File: src/rtl/fp_mul_disp_pkg.sv
// Shared types for the FP32 multiplier dispatcher: FSM states, request record
// and the canonical quiet NaN returned on a watchdog timeout.
package fp_mul_disp_pkg;

  typedef enum logic [1:0] {
    IDLE  = 2'd0,
    ISSUE = 2'd1,
    WAIT  = 2'd2,
    HOLD  = 2'd3
  } state_t;

  localparam logic [31:0] FP32_QNAN = 32'h7FC0_0000;

  // Tag field is sized for the widest tag any instance may use; narrower
  // tags are zero-extended on the way in and truncated on the way out.
  localparam int TAG_MAX_W = 16;

  typedef struct packed {
    logic [31:0]          a;
    logic [31:0]          b;
    logic [TAG_MAX_W-1:0] tag;
  } req_t;

endpackage

File: src/rtl/fp_req_fifo.sv
// Synchronous request FIFO of req_t. A push at full is refused even when a
// pop happens in the same cycle, so the producer only ever sees !full.
module fp_req_fifo
  import fp_mul_disp_pkg::*;
#(
  parameter int DEPTH = 4
) (
  input  logic                   clk,
  input  logic                   reset,
  input  logic                   push,
  input  req_t                   push_data,
  input  logic                   pop,
  output req_t                   pop_data,
  output logic                   full,
  output logic                   empty,
  output logic [$clog2(DEPTH):0] count
);

  localparam int AW = $clog2(DEPTH);
  localparam logic [AW:0] FULL_CNT = (AW+1)'(DEPTH);

  logic [AW:0] wr_ptr_q, wr_ptr_d;
  logic [AW:0] rd_ptr_q, rd_ptr_d;
  req_t        mem_q [DEPTH];
  req_t        mem_d [DEPTH];
  logic        do_push, do_pop;

  // Pointers carry one extra wrap bit so full and empty are distinguishable.
  assign count    = wr_ptr_q - rd_ptr_q;
  assign full     = (count == FULL_CNT);
  assign empty    = (count == '0);
  assign do_push  = push && !full;
  assign do_pop   = pop && !empty;
  assign pop_data = mem_q[rd_ptr_q[AW-1:0]];

  // Next pointers and storage contents.
  always_comb begin
    wr_ptr_d = wr_ptr_q;
    rd_ptr_d = rd_ptr_q;
    mem_d    = mem_q;
    if (do_push) begin
      mem_d[wr_ptr_q[AW-1:0]] = push_data;
      wr_ptr_d                = wr_ptr_q + (AW+1)'(1);
    end
    if (do_pop) rd_ptr_d = rd_ptr_q + (AW+1)'(1);
  end

  // Pointer registers; reset discards any queued entries.
  always_ff @(posedge clk or posedge reset) begin
    if (reset) begin
      wr_ptr_q <= '0;
      rd_ptr_q <= '0;
    end else begin
      wr_ptr_q <= wr_ptr_d;
      rd_ptr_q <= rd_ptr_d;
    end
  end

  // Storage needs no reset: the pointers decide what is valid.
  always_ff @(posedge clk) begin
    mem_q <= mem_d;
  end

endmodule

File: src/rtl/fp_mul_dispatcher.sv
// Front-end for the FP32 multiplier: queues tagged operand pairs, issues one
// op at a time (mul_en pulse), waits for mul_rdy under a watchdog and returns
// the result on a valid/ready port. A watchdog expiry answers with a quiet NaN
// flagged as an error and halts issue (hung) until reset.
// Optional: define FP_MUL_DISP_STATS_EN for saturating op / NaN counters.
module fp_mul_dispatcher
  import fp_mul_disp_pkg::*;
#(
  parameter int DEPTH   = 4,
  parameter int TAG_W   = 4,
  parameter int TIMEOUT = 32,
  parameter int CNT_W   = 16
) (
  input  logic             clk,
  input  logic             reset,
  input  logic             in_valid,
  output logic             in_ready,
  input  logic [31:0]      in_a,
  input  logic [31:0]      in_b,
  input  logic [TAG_W-1:0] in_tag,
  output logic [31:0]      mul_a,
  output logic [31:0]      mul_b,
  output logic             mul_en,
  input  logic [31:0]      mul_result,
  input  logic             mul_rdy,
  input  logic             mul_nan,
  output logic             out_valid,
  input  logic             out_ready,
  output logic [31:0]      out_result,
  output logic             out_nan,
  output logic             out_err,
  output logic [TAG_W-1:0] out_tag,
  output logic             hung,
  output logic [CNT_W-1:0] stat_ops,
  output logic [CNT_W-1:0] stat_nans
);

  localparam int WD_W = (TIMEOUT > 2) ? $clog2(TIMEOUT) : 1;
  localparam logic [WD_W-1:0] WD_LAST = WD_W'(TIMEOUT - 1);

  state_t               state_q, state_d;
  logic [WD_W-1:0]      wdog_q, wdog_d;
  logic [31:0]          a_q, a_d, b_q, b_d, res_q, res_d;
  logic [TAG_W-1:0]     tag_q, tag_d;
  logic                 nan_q, nan_d, err_q, err_d, hung_q, hung_d;

  req_t                 push_req, pop_req;
  logic                 fifo_full, fifo_empty, fifo_pop;
  // Occupancy is only of interest for debug visibility.
  logic [$clog2(DEPTH):0] fifo_cnt_unused;
  // Full-width tag as stored; only the low TAG_W bits are meaningful.
  logic [TAG_MAX_W-1:0] pop_tag_unused;

  assign push_req       = '{a: in_a, b: in_b, tag: TAG_MAX_W'(in_tag)};
  assign pop_tag_unused = pop_req.tag;
  assign fifo_pop       = (state_q == IDLE) && !fifo_empty && !hung_q;
  // Held low during reset so nothing is accepted into a FIFO being cleared.
  assign in_ready       = !reset && !fifo_full;

  fp_req_fifo #(.DEPTH(DEPTH)) u_fifo (
    .clk       (clk),
    .reset     (reset),
    .push      (in_valid && in_ready),
    .push_data (push_req),
    .pop       (fifo_pop),
    .pop_data  (pop_req),
    .full      (fifo_full),
    .empty     (fifo_empty),
    .count     (fifo_cnt_unused)
  );

  // FSM state register.
  always_ff @(posedge clk or posedge reset) begin
    if (reset) state_q <= IDLE;
    else       state_q <= state_d;
  end

  // FSM next state: IDLE -> ISSUE -> WAIT -> HOLD -> IDLE.
  always_comb begin
    state_d = state_q;
    case (state_q)
      IDLE:    if (!fifo_empty && !hung_q) state_d = ISSUE;
      ISSUE:   state_d = WAIT;
      WAIT:    if (mul_rdy || (wdog_q == WD_LAST)) state_d = HOLD;
      HOLD:    if (out_ready) state_d = IDLE;
      default: state_d = IDLE;
    endcase
  end

  // FSM outputs: start pulse only in ISSUE, response valid only in HOLD.
  always_comb begin
    mul_en    = (state_q == ISSUE);
    out_valid = (state_q == HOLD);
  end

  // Datapath: operand/tag load on pop, watchdog, result capture or timeout.
  always_comb begin
    a_d    = a_q;
    b_d    = b_q;
    tag_d  = tag_q;
    wdog_d = wdog_q;
    res_d  = res_q;
    nan_d  = nan_q;
    err_d  = err_q;
    hung_d = hung_q;
    case (state_q)
      IDLE: if (fifo_pop) begin
        a_d   = pop_req.a;
        b_d   = pop_req.b;
        tag_d = pop_tag_unused[TAG_W-1:0];
      end
      ISSUE: wdog_d = '0;
      WAIT: begin
        // A real completion on the last watchdog cycle still wins.
        if (mul_rdy) begin
          res_d = mul_result;
          nan_d = mul_nan;
          err_d = 1'b0;
        end else if (wdog_q == WD_LAST) begin
          res_d  = FP32_QNAN;
          nan_d  = 1'b1;
          err_d  = 1'b1;
          hung_d = 1'b1;
        end else begin
          wdog_d = wdog_q + WD_W'(1);
        end
      end
      default: ;
    endcase
  end

  // Datapath registers.
  always_ff @(posedge clk or posedge reset) begin
    if (reset) begin
      a_q    <= '0;
      b_q    <= '0;
      tag_q  <= '0;
      wdog_q <= '0;
      res_q  <= '0;
      nan_q  <= 1'b0;
      err_q  <= 1'b0;
      hung_q <= 1'b0;
    end else begin
      a_q    <= a_d;
      b_q    <= b_d;
      tag_q  <= tag_d;
      wdog_q <= wdog_d;
      res_q  <= res_d;
      nan_q  <= nan_d;
      err_q  <= err_d;
      hung_q <= hung_d;
    end
  end

  assign mul_a      = a_q;
  assign mul_b      = b_q;
  assign out_result = res_q;
  assign out_nan    = nan_q;
  assign out_err    = err_q;
  assign out_tag    = tag_q;
  assign hung       = hung_q;

`ifdef FP_MUL_DISP_STATS_EN
  logic [CNT_W-1:0] ops_q, ops_d, nans_q, nans_d;

  // Saturating counters of returned responses and NaN responses.
  always_comb begin
    ops_d  = ops_q;
    nans_d = nans_q;
    if (out_valid && out_ready) begin
      if (ops_q != '1) ops_d = ops_q + CNT_W'(1);
      if (nan_q && (nans_q != '1)) nans_d = nans_q + CNT_W'(1);
    end
  end

  // Counter registers.
  always_ff @(posedge clk or posedge reset) begin
    if (reset) begin
      ops_q  <= '0;
      nans_q <= '0;
    end else begin
      ops_q  <= ops_d;
      nans_q <= nans_d;
    end
  end

  assign stat_ops  = ops_q;
  assign stat_nans = nans_q;
`else
  assign stat_ops  = '0;
  assign stat_nans = '0;
`endif

endmodule

File: config.mk
export PLATFORM = sky130hd
export DESIGN_NAME = fp_mul_dispatcher
export DESIGN_NICKNAME = d
export VERILOG_FILES = /design/src/rtl/fp_mul_disp_pkg.sv /design/src/rtl/fp_req_fifo.sv /design/src/rtl/fp_mul_dispatcher.sv
export SDC_FILE = /design/constraint.sdc
export NUM_CORES = 1
export LEC_CHECK = 0
export ABC_CLOCK_PERIOD_IN_PS = 8500
export CAP_MARGIN = 25
export CORE_MARGIN = 4
export CORE_UTILIZATION = 45
export CTS_BUF_LIST = sky130_fd_sc_hd__clkbuf_8
export CTS_CLUSTER_SIZE = 24
export DETAILED_ROUTE_END_ITERATION = 8
export DONT_BUFFER_PORTS = 1
export PLACE_DENSITY = 0.65
export SETUP_SLACK_MARGIN = 0.4
export SLEW_MARGIN = 20
export SYNTH_ARGS = -nofsm -noshare
export SYNTH_HDL_FRONTEND = slang
export SYNTH_SLANG_ARGS = --single-unit
File: constraint.sdc
create_clock -name clk -period 8.5 [get_ports clk]
set_input_delay 0.85 -clock clk [delete_from_list [all_inputs] [get_ports clk]]
set_output_delay 0.85 -clock clk [all_outputs]
set_load 0.1 [all_outputs]
* Word-level counts from Yosys, hierarchy flattened
Cells that the tools add are included.
Widths: inputs -> output; s select.
** Word-level totals
- Bits in registers :: 436
- Bits in latches :: 0
- RAM bits :: 0
- ROM bits :: 0
- Input port bits :: 106
- Output and inout port bits :: 138
- Logic and storage cells :: 83
- Memories :: 0
** Cells by class
- $add $sub $neg :: 4
- $mul :: 0
- Div/mod/pow operators :: 0
- Order comparisons :: 3
- Eq/ne operators :: 10
- Shift operators :: 0
- Muxes and demuxes :: 18
- Bitwise logic cells :: 3
- Reductions and logical operators :: 22
** Operators by type and width (count)
- $bwmux 320 :: 1
- $mux 80 :: 3
- $bmux 80 s2 :: 1
- $demux 80 s2 :: 1
- $mux 32 :: 2
- $mux 5 :: 2
- $pmux 5 s2 :: 1
- $reduce_and 3->1 :: 3
- $logic_and 1x1->1 :: 8
- $pmux 2 s4 :: 1
- $add 3x1->3 const B :: 2
- $ge 3x3->1 const B :: 2
- $mux 2 :: 3
- $ne 2x2->1 const B :: 3
- $not 2->3 :: 2
- $add 5x1->5 const B :: 1
- $eq 5x5->1 const B :: 1
- $eq 2x2->1 const B :: 2
- $logic_not 1->1 :: 4
- $ne 2x1->1 const B :: 2
- $reduce_and 2->1 :: 2
- $reduce_bool 2->1 :: 2
- $eq 3x3->1 const B :: 1
- $logic_not 3->1 :: 1
- other kinds (7) :: 9

* Logic depth before layout (Yosys ltp)
Gate-level depths: netlist (run 1).
- Depth after elaboration :: 6
- Depth in mapped cells :: 9
- Mapped depth without buffers :: 7

* By module
Synthesis (run 1) repeated with hierarchy kept, for this count alone.
** Second synthesis, totals
- Cells, all modules :: 765
- Area, all modules :: 16379.5 µm²
** Modules (own cells, without submodules)
- fp_req_fifo :: instances 1, cells an instance 462, area each 11944.0 µm², sequential area each 9759.4 µm²
- fp_mul_dispatcher :: instances 1, cells an instance 303, area each 4435.5 µm², sequential area each 2752.6 µm²

* Worst setup path after synthesis (run 1)
OpenSTA, ideal clock, no wires.
- Path kind :: input port to flip-flop
- Start point :: in reset
- End point :: reg u_fifo.mem_q[0] in the netlist's numbering (enable)
- Setup time :: 0.622 ns
- Data arrival time :: 8.901 ns
- Data required time :: 7.878 ns
- Path slack :: -1.023 ns
- Cell stages on the path :: 3
- Path buffers :: 0
- Path through :: inv_1 -> nand2_1 -> a311oi_1
** On the way
- Longest elaborated chain between the ends :: 4
** RTL lines
- from (decl) :: line fp_mul_dispatcher.sv:15 : input logic reset,
- $logic_not 1->1 (no source line)
- $logic_and 1x1->1 :: line fp_mul_dispatcher.sv:58 : assign in_ready = !reset && !fifo_full;
- $logic_and 1x1->1 :: line fp_mul_dispatcher.sv:63 : .push (in_valid && in_ready),
- $logic_and 1x1->1 :: line fp_req_fifo.sv:32 : assign do_push = push && !full;
- to (signal assigned) :: line fp_req_fifo.sv:61 : mem_q <= mem_d;
- to (decl) :: line fp_req_fifo.sv:24 : req_t mem_q [DEPTH];
Every way passes these cells.
A chain may end at the register's enable or synchronous reset.

* Final worst setup path (run 1)
- Start point :: reg u_fifo.rd_ptr_q[1]
- End point :: out in_ready
** On the way
- Longest elaborated chain between the ends :: 4
** RTL lines
- from (decl) :: line fp_req_fifo.sv:23 : logic [AW:0] rd_ptr_q, rd_ptr_d;
- from (signal assigned) :: line fp_req_fifo.sv:55 : rd_ptr_q <= rd_ptr_d;
- $sub 3x3->3 :: line fp_req_fifo.sv:29 : assign count = wr_ptr_q - rd_ptr_q;
- $eq 3x3->1 :: line fp_req_fifo.sv:30 : assign full = (count == FULL_CNT);
- $logic_not 1->1 :: line fp_mul_dispatcher.sv:58
- $logic_and 1x1->1 :: line fp_mul_dispatcher.sv:58
- to (decl) :: line fp_mul_dispatcher.sv:17 : output logic in_ready,
Every way passes these cells.

==> results of run 1 <==
==> stage by stage <==
stage	total power [W]	hold slack [ns]
floorplan	0.00248	0.456
global placement	0.00253	0.472
detailed placement	0.00255	0.485
CTS	0.00404	0.184
global route	0.00417	0.229
finish	0.00399	0.209
==> kinds of logic (layout without fill, tap and decap cells) <==
| group | after synthesis | count (layout) |
|---|---|---|
| other | 1 | 32 |
| flip-flops | 388 | 388 |
| XOR/XNOR | 6 | 6 |
| multiplexers | 139 | 139 |
| AND/OR/NAND/NOR | 28 | 28 |
| buffers and inverters | 73 | 136 |
| adder cells (fa/ha/maj) | 13 | 13 |
| AO/OA/AOI/OAI | 55 | 55 |
==> synthesized netlist by cell type (2+ instances only) <==
| cell type | number | area, µm² |
|---|---|---|
| nor2b_1 | 5 | 31.3 |
| nand4_1 | 2 | 12.5 |
| o22a_1 | 10 | 87.6 |
| xnor2_1 | 4 | 35.0 |
| and2_1 | 4 | 25.0 |
| a31oi_1 | 3 | 18.8 |
| a21oi_1 | 2 | 10.0 |
| mux4_2 | 68 | 1530 |
| mux2_2 | 70 | 788 |
| a21boi_0 | 2 | 15.0 |
| ha_1 | 13 | 163 |
| buf_2 | 7 | 35.0 |
| nand2_1 | 10 | 37.5 |
| dfrtp_1 | 116 | 2900 |
| nor2_1 | 2 | 7.51 |
| inv_1 | 11 | 41.3 |
| buf_4 | 32 | 240 |
| edfxtp_1 | 272 | 8170 |
| o21ai_0 | 7 | 35.0 |
| nand3_1 | 3 | 15.0 |
| a22o_1 | 23 | 201 |
| clkbuf_1 | 15 | 56.3 |
| buf_6 | 8 | 90.1 |
==> layer usage <==
layer  vias up  share of wire (%)
li1       2833                  -
met1      3353                 39
met2       275                 49
met3        47                 10
met4         0                1.8
met5         -                  0
==> worst paths after layout <==
kind / startpoint / to / cells after the start
max: u_fifo.rd_ptr_q[1] / in_ready / 6
min in group clk: in_b[25] / u_fifo.mem_q[41] / 0
min: reset / u_fifo.rd_ptr_q[0] / 1
min reg2reg: u_fifo.wr_ptr_q[2] / u_fifo.wr_ptr_q[2] / 1
max in group asynchronous: reset / mul_a[24] / 2
max reg2reg: u_fifo.rd_ptr_q[1] / u_fifo.mem_q[106] / 7
==> worst max-delay path: stages (launching register included) <==
cell and delay, ns:
dfrtp_4 0.86, inv_1 0.10, ha_1 0.22, nor2b_1 0.19, xnor2_2 0.20, a31oi_2 0.28, buf_4 0.33
==> power by group through the flow <==
| stage | sequential (W) | combinational (W) | clock, W |
|---|---|---|---|
| final | 0.00222 | 0.000294 | 0.00148 |
| after global routing | 0.00223 | 0.000318 | 0.00163 |
| after CTS | 0.00222 | 0.000285 | 0.00154 |
| after detailed placement | 0.00226 | 0.000284 | 0 |
| after global placement | 0.00225 | 0.000275 | 0 |
| after floorplan | 0.00226 | 0.000221 | 0 |
==> flip-flops by register name, summed over array words and instances, names as in the netlist <==
signal	cells
u_fifo.mem_q	272
u_fifo.wr_ptr_q	3
wdog_q	5
out_result	32
mul_a	32
state_q	2
hung	1
mul_b	32
out_nan	1
out_tag	4
u_fifo.rd_ptr_q	3
out_err	1
==> layout make-up <==
class | count | share of cell area [%]
clock inverter | 40 | 1.13
clock buffer | 74 | 6.24
inverter | 11 | 0.284
tap | 435 | 3.34
sequential | 388 | 67.9
multi-input combinational | 273 | 20.1
timing repair buffer | 11 | 0.982
==> flow_metrics.tcl, run 1 <==
set metrics [dict create \
    outcome "finished clean" \
    place_ws_ns 4.67 \
    synthXorXnorAreaFrac_pct 0.409 \
    final_nets 865 \
    rrSetupSlack_ns 5.13 \
    p_leak_nw 6.09 \
    critical_path_class "reg -> out" \
    cp-start-kind "flip-flop" \
    antennaDiodeCount 0 \
    cts.path.max_buffers 3 \
    arrival_ns 2.78 \
    grt_setup_unrepaired "false" \
    rows 65 \
    finalNonFillerCells 1232 \
    gr-total-overflow 0 \
    grt_most_used_layer "met2" \
    cts_tree "built" \
    ant_nets 0 \
    min_path_type "in -> async" \
    fin_ws_ns 4.87 \
    cts.sinks 388 \
    async_flop_share_pct 29.9 \
    synth_enable_flop_cells 272 \
    die_h_um 189 \
    cts.repair.resized 0 \
    postLayoutCellArea_um2 16300 \
    finClkSkew_ns 0.0264 \
    place_congestion 0.756 \
    final_common_cell "edfxtp_1" \
    p_int_w 0.00305 \
    initial_core_util_pct 46.0 \
    drt-initial-drc-count 332 \
    synthMuxAreaShare_pct 15.9 \
    io_buffers 0 \
    synth_seq_cells 388 \
    synth_top_family_by_area "multiplexers" \
    antenna_found_initial 0 \
    ir_worst_vdd_v 0.000162 \
    grt_use_met3_pct 6.02 \
    yosys.area_share.simple_pct 0.972 \
    vias 6508 \
    maxSlewViolCount 0 \
    wl_per_cell_um 21.9 \
    syn_to_final_growth_pct 11.2 \
    register_area_um2 11100 \
    netSwitchingPower_w 0.000943 \
    postCtsSetupRepairBufs 0 \
    path_max_fanout 43 \
    routed_wl_mm 27.0 \
    ios 244 \
    synth_cells 703 \
    htree_levels 2 \
    synthAdderAreaFrac_pct 1.11 \
    grtUsageMet2_pct 24.7 \
    clock_latency_ns 0.60 \
    fin_crit_sh_pct 42.6 \
    fp.dieW_um 189 \
    finalSetupTns_ns 0 \
    pwr-share-seq_pct 55.5 \
    grt_usage_pct 15.0 \
    met1_usage_pct 18.4 \
    routed_via_density 5.28 \
    powerDensity_nw_per_um2 245 \
    synth_ff_type "edfxtp_1" \
    syn_area_um2 14700 \
    hold_buffers 0 \
    ys_types 37 \
    tightest_slew_ns 1.04 \
    synth_compound_area_share_pct 2.98 \
    cts_root_buf "clkbuf_8" \
    numCtsBuffers 61 \
    p_sw_share_pct 23.6 \
    drive_gt1_share_pct 31.1 \
    syn_area_per_cell_um2 20.9 \
    grt_pass1_wl_mm 41.5 \
    ys_warn_count 0 \
    n_fill_cell 2529 \
    post-place-cells 1113 \
    dieArea_um2 35600 \
    finalCoreUtilization_pct 51.2 \
    fmax_mhz 276 \
    clockPowerShare_pct 37.1 \
    p_comb_share_pct 7.4 \
    ys_seq_area_share_pct 75.5 \
    placed_cell_area_um2 15000 \
    coreArea_um2 31900 \
    min_period_ns 3.63 \
    slew_headroom_pct 31.0 \
    hold_violations 0 \
    clkTransAtPathRegs_ns 0.06 \
    first_pass_iters 4 \
    hpwl_mm 16.2 \
    drc 0 \
    grt_pass1_vias 7132 \
    grt_max_degree 72 \
    layout_common_cells "edfxtp_1 (272), dfrtp_1 (114), clkbuf_8 (74)" \
    multi_input_area_um2 3280 \
    endpoint_kind "output pin" \
    setup_viol 0 \
    maxCapViolCount 0 \
    worstPathRequired_ns 7.65 \
]
Note: power is estimated with default switching activity, not from simulation.
==> run 2: changes to the inputs <==
Settings changed: ABC_CLOCK_PERIOD_IN_PS 8500 to 3620.
Clock period 8.5 ns to 3.62 ns, I/O delays scaled along.
==> run 2 against run 1 <==
Design area up 7.0%; clock-buffer cell count up 4; clock power up 140%; critical path depth rose by 1; core utilization up 3.6 points; flip-flop and latch count did not move; critical endpoint is now u_fifo.mem_q[205].
==> flow_metrics.tcl, run 2 (synthesized netlist as in run 1, its figures left out) <==
set metrics [dict create \
    placed_cell_area_um2 15200 \
    path_buf_inv 2 \
    dieArea_um2 35600 \
    maxCapViolCount 0 \
    cts_tree "built" \
    drt-initial-drc-count 280 \
    wl_per_cell_um 21.5 \
    fin_ws_ns 0.759 \
    grt_max_degree 71 \
    largest_reg_flops 272 \
    cp-start-kind "flip-flop" \
    crit_chain "inv_1, ha_1, nor2b_1, xnor2_2, a31oi_1, and2_4, buf_4" \
    io_buffers 0 \
    vias 7032 \
    cpMaxStageDelayCell "a31oi_1" \
    slew_headroom_pct 31.7 \
    ant_nets 0 \
    worstPathRequired_ns 3.89 \
    grt_pass1_vias 7771 \
    hold_violations 0 \
    fin_crit_sh_pct 79.0 \
    finalCoreUtilization_pct 54.8 \
    first_pass_iters 5 \
    p_leak_nw 6.57 \
    routed_via_density 5.23 \
    endpoint_kind "flip-flop" \
    layout_common_cells "edfxtp_1 (272), dfrtp_1 (114), dlygate4sd3_1 (103)" \
    tightest_slew_ns 1.03 \
    die_h_um 189 \
    finalNonFillerCells 1345 \
    final_common_cell "edfxtp_1" \
    post-place-cells 1126 \
    n_fill_cell 2445 \
    syn_to_final_growth_pct 19.0 \
    place_congestion 0.774 \
    cts_root_buf "clkbuf_8" \
    initial_core_util_pct 46.0 \
    antenna_found_initial 4 \
    ir_worst_vdd_v 0.000317 \
    htree_levels 2 \
    drc 0 \
    min_period_ns 2.86 \
    arrival_ns 3.13 \
    fmax_mhz 350 \
    drive_gt1_share_pct 28.3 \
    grt_setup_unrepaired "false" \
    powerDensity_nw_per_um2 547 \
    pwr-share-seq_pct 54.5 \
    maxSlewViolCount 0 \
    rows 65 \
    netSwitchingPower_w 0.00224 \
    final_nets 975 \
    postLayoutCellArea_um2 17500 \
    regMostFlops "u_fifo.mem_q" \
    coreArea_um2 31900 \
    critical_path_class "reg -> reg" \
    routed_wl_mm 29.0 \
    min_path_type "in -> reg" \
    p_int_w 0.00731 \
    outcome "finished clean" \
    finClkSkew_ns 0.0353 \
    grt_pass1_wl_mm 44.8 \
    p_sw_share_pct 23.5 \
    cts.sinks 388 \
    p_comb_share_pct 8.6 \
    hold_ws_ns 0.102 \
    numCtsBuffers 59 \
    clockPowerShare_pct 36.9 \
    cts.repair.resized 0 \
    register_area_um2 11100 \
    place_ws_ns 0.707 \
    clock_latency_ns 0.61 \
    cts.path.max_buffers 3 \
    ios 244 \
    grt_usage_pct 16.1 \
    max_stage_delay_ns 0.55 \
    fp.dieW_um 189 \
    hpwl_mm 17.9 \
    multi_input_area_um2 3280 \
    path_max_fanout 21 \
    setup_viol 0 \
    gr-total-overflow 0 \
    clkTransAtPathRegs_ns 0.06 \
    cp_top_family "simple AND/OR/NAND/NOR gates" \
]
==> run 2: changes by cell type in the layout (fill, tap and decap cells not counted) <==
cell / change
buf_12: +2
buf_4: +7
clkbuf_8: +4
clkinv_1: -2
clkinv_2: -4
clkinvlp_4: +1
diode_2: +4
dlygate4sd3_1: +103
inv_8: -2
==> run 2: power by group through the flow <==
stage,clock network (W),logic [W],registers (W)
6_report,0.00352,0.000822,0.00521
2_1_floorplan,0,0.000541,0.00528
4_1_cts,0.00365,0.000841,0.00521
5_1_grt,0.00388,0.000880,0.00523
3_5_place_dp,0,0.000712,0.00530
3_3_place_gp,0,0.000690,0.00528
==> run 2: worst reg2reg max path, cell delays in order, from the launching register on <==
cell and delay, ns:
dfrtp_1 0.40, inv_1 0.15, ha_1 0.16, nor2b_1 0.21, xnor2_2 0.20, a31oi_1 0.55, and2_4 0.51, buf_4 0.37
==> run 2: what timing repair did <==
action | 4_1_cts | 5_1_grt
setup buffers | 0 | 0
hold endpoints to repair | 340 | 0
hold buffers | 103 | 0
==> run 2: per-stage QoR <==
stage | setup TNS [ns] | power (W)
after floorplan | -45.19 | 0.00582
after global placement | 0 | 0.00597
after detailed placement | 0 | 0.00601
after CTS | 0 | 0.00970
after global routing | 0 | 0.00998
final | 0 | 0.00955
==> run 2: final timing paths <==
kind                                         start                 end  slack [ns]  depth (start not counted)
worst max-delay path            u_fifo.wr_ptr_q[0]   u_fifo.mem_q[205]        0.76                          7
worst max register to register  u_fifo.wr_ptr_q[0]   u_fifo.mem_q[205]        0.76                          7
worst min register to register  u_fifo.wr_ptr_q[2]  u_fifo.wr_ptr_q[2]        0.49                          1
max in group asynchronous                    reset      out_result[23]        1.99                          5
worst min-delay path                       mul_rdy           wdog_q[3]        0.10                          3
min in group asynchronous                    reset           mul_b[13]        0.44                          3
==> run 2: layout make-up <==
type,instances,share of cell area (%)
Sequential cell,388,63.4
Inverter,11,0.258
Timing Repair Buffer,123,7.35
Multi-Input combinational cell,273,18.8
Clock inverter,33,0.817
Antenna cell,4,0.0573
Tap cell,435,3.12
Clock buffer,78,6.15
==> run 2: layer usage <==
layer | GRT usage (%) | part of all wire [%] | wire length, µm | vias up
met4 | 4.34 | 2.0 | 583 | 0
li1 | - | - | - | 3053
met2 | 27.6 | 50 | 14400 | 298
met5 | 0 | 0 | 0 | -
met1 | 19.7 | 39 | 11400 | 3632
met3 | 5.50 | 8.8 | 2560 | 49
==> run 3: changes to the inputs <==
Settings changed: ABC_CLOCK_PERIOD_IN_PS 3620 to 2800.
Clock period 3.62 ns to 2.8 ns, I/O delays scaled along.
==> run 3 against run 2 <==
Combinational power rose by 56%; sequential power increased by 29%; power increased by 35%; non-clock buffer count increased by 14; design area up 2.0%; largest power group unchanged; first-iteration DRC count grew 18%; core utilization is 1.1 points higher; register-to-register slack lost 0.27 ns; critical path depth fell by 1; clock power rose by 39%; final cell count grew 1.7%.
==> flow_metrics.tcl, run 3 (synthesized netlist as in run 1, its figures left out) <==
set metrics [dict create \
    hold_depth 3 \
    coreArea_um2 31900 \
    grt_max_degree 71 \
    cts.path.max_buffers 3 \
    cts_root_buf "clkbuf_8" \
    powerDensity_nw_per_um2 725 \
    slew_headroom_pct 35.0 \
    max_stage_delay_ns 0.49 \
    ant_nets 0 \
    arrival_ns 2.04 \
    vias 7111 \
    routed_via_density 5.20 \
    final_common_cell "edfxtp_1" \
    min_period_ns 2.32 \
    r2r-end "u_fifo.mem_q[124]" \
    worstHoldEndpoint "state_q[0]" \
    routed_wl_mm 29.3 \
    cp-start-kind "flip-flop" \
    grt_pass1_vias 7881 \
    min_path_type "in -> reg" \
    place_congestion 0.800 \
    crit_chain "ha_4, nor2b_4, xnor2_2, buf_6, a31oi_4, buf_12" \
    reg2reg_depth 7 \
    layout_common_cells "edfxtp_1 (272), dfrtp_1 (114), dlygate4sd3_1 (103)" \
    hold_ws_ns 0.0789 \
    rows 65 \
    fin_crit_sh_pct 83.0 \
    hold_violations 0 \
    initial_core_util_pct 46.0 \
    finClkSkew_ns 0.0262 \
    syn_to_final_growth_pct 21.4 \
    grt_setup_unrepaired "true" \
    finalSetupTns_ns 0 \
    tightest_slew_ns 0.974 \
    outcome "finished clean" \
    hpwl_mm 17.1 \
    r2r_start "u_fifo.rd_ptr_q[0]" \
    final_nets 998 \
    cts_tree "built" \
    drc 0 \
    postLayoutCellArea_um2 17800 \
    clkTransAtPathRegs_ns 0.06 \
    grt_pass1_wl_mm 45.8 \
    fp.dieW_um 189 \
    wl_per_cell_um 21.4 \
    htree_levels 3 \
    clock_latency_ns 0.58 \
    first_pass_iters 4 \
    rrSetupSlack_ns 0.49 \
    regMostFlops "u_fifo.mem_q" \
    largest_reg_flops 272 \
    placed_cell_area_um2 15300 \
    setup_viol 0 \
    worstPathRequired_ns 2.52 \
    maxSlewViolCount 0 \
    maxCapViolCount 0 \
    ios 244 \
    drive_gt1_share_pct 29.9 \
    grt_usage_pct 16.7 \
    drt-initial-drc-count 329 \
    min_from "out_ready" \
    io_buffers 0 \
    path_max_fanout 3 \
    cpMaxStageDelayCell "dfrtp_4" \
    p_leak_nw 6.72 \
    ir_worst_vdd_v 0.000634 \
    critical_path_class "reg -> out" \
    antenna_found_initial 2 \
    fmax_mhz 430 \
    endpoint_kind "output pin" \
    cts.sinks 388 \
    dieArea_um2 35600 \
    gr-total-overflow 0 \
    die_h_um 189 \
    numCtsBuffers 66 \
]
## run 3: cell types whose count changed in the layout (fill, tap and decap cells not counted), sizes merged
cell	before	now
clkinv	8	5
bufinv	0	3
inv	34	42
buf	20	34
clkbuf	78	75
clkinvlp	2	7
diode	4	1
and2	4	6
## run 3: cell type report
cell class                      instances  area (µm²)
Antenna cell                            1        2.50
Timing Repair Buffer                  137        1470
Inverter                               11        45.0
Sequential cell                       388       11100
Clock buffer                           75        1030
Clock inverter                         46         287
Tap cell                              435         544
Fill cell                            2410       14100
Multi-Input combinational cell        275        3350
## run 3: per-stage QoR
step	power [W]	cells	worst slack [ns]	utilization, %
floorplan	0.00753	734	-1.39	-
finish	0.0129	1368	0.475	55.9
global route	0.0135	1368	0.396	55.9
detailed placement	0.00784	1132	0.270	48.0
global placement	0.00780	1132	0.268	48.0
CTS	0.0131	1362	0.404	55.6
## run 3: critical path: cells and delay by family (launching register included)
family                   cells  cell delay, ns
AO/OA/AOI/OAI                1            0.21
buffers and inverters        2            0.35
flip-flops                   1            0.49
AND/OR/NAND/NOR              1            0.12
adder cells (fa/ha/maj)      1            0.16
XOR/XNOR                     1            0.13
## run 3: report_power, final
group	internal (W)	switching (W)
Combinational	0.000463	0.000817
Clock	0.00274	0.00216
Sequential	0.00663	0.000100
## run 3: worst max-delay path by stage
stage | start | to | slack [ns] | depth (start not counted)
2_1_floorplan | reset | u_fifo.mem_q[0] | -1.39 | 3
3_3_place_gp | u_fifo.wr_ptr_q[0] | u_fifo.mem_q[306] | 0.27 | 7
3_5_place_dp | u_fifo.wr_ptr_q[0] | u_fifo.mem_q[306] | 0.27 | 7
4_1_cts | u_fifo.rd_ptr_q[1] | in_ready | 0.40 | 7
5_1_grt | u_fifo.rd_ptr_q[0] | in_ready | 0.40 | 6
6_report | u_fifo.rd_ptr_q[0] | in_ready | 0.48 | 6
## run 3: what timing repair did
| action | 4_1_cts | 5_1_grt |
|---|---|---|
| hold buffers | 103 | 0 |
| buffers inserted | 4 | 3 |
| gates resized for setup | 10 | 1 |
| hold endpoints to repair | 360 | 0 |
| setup endpoints to repair | 132 | 59 |
| gates cloned | 2 | 0 |
| pin swaps | 4 | 5 |
## run 3: per-layer routing
layer	global-route usage, %	vias to the layer above	share of wire [%]
met4	5.24	2	2.0
met2	27.9	281	50
met5	0	-	0.044
li1	-	3103	-
met1	20.7	3668	39
met3	5.72	57	8.5
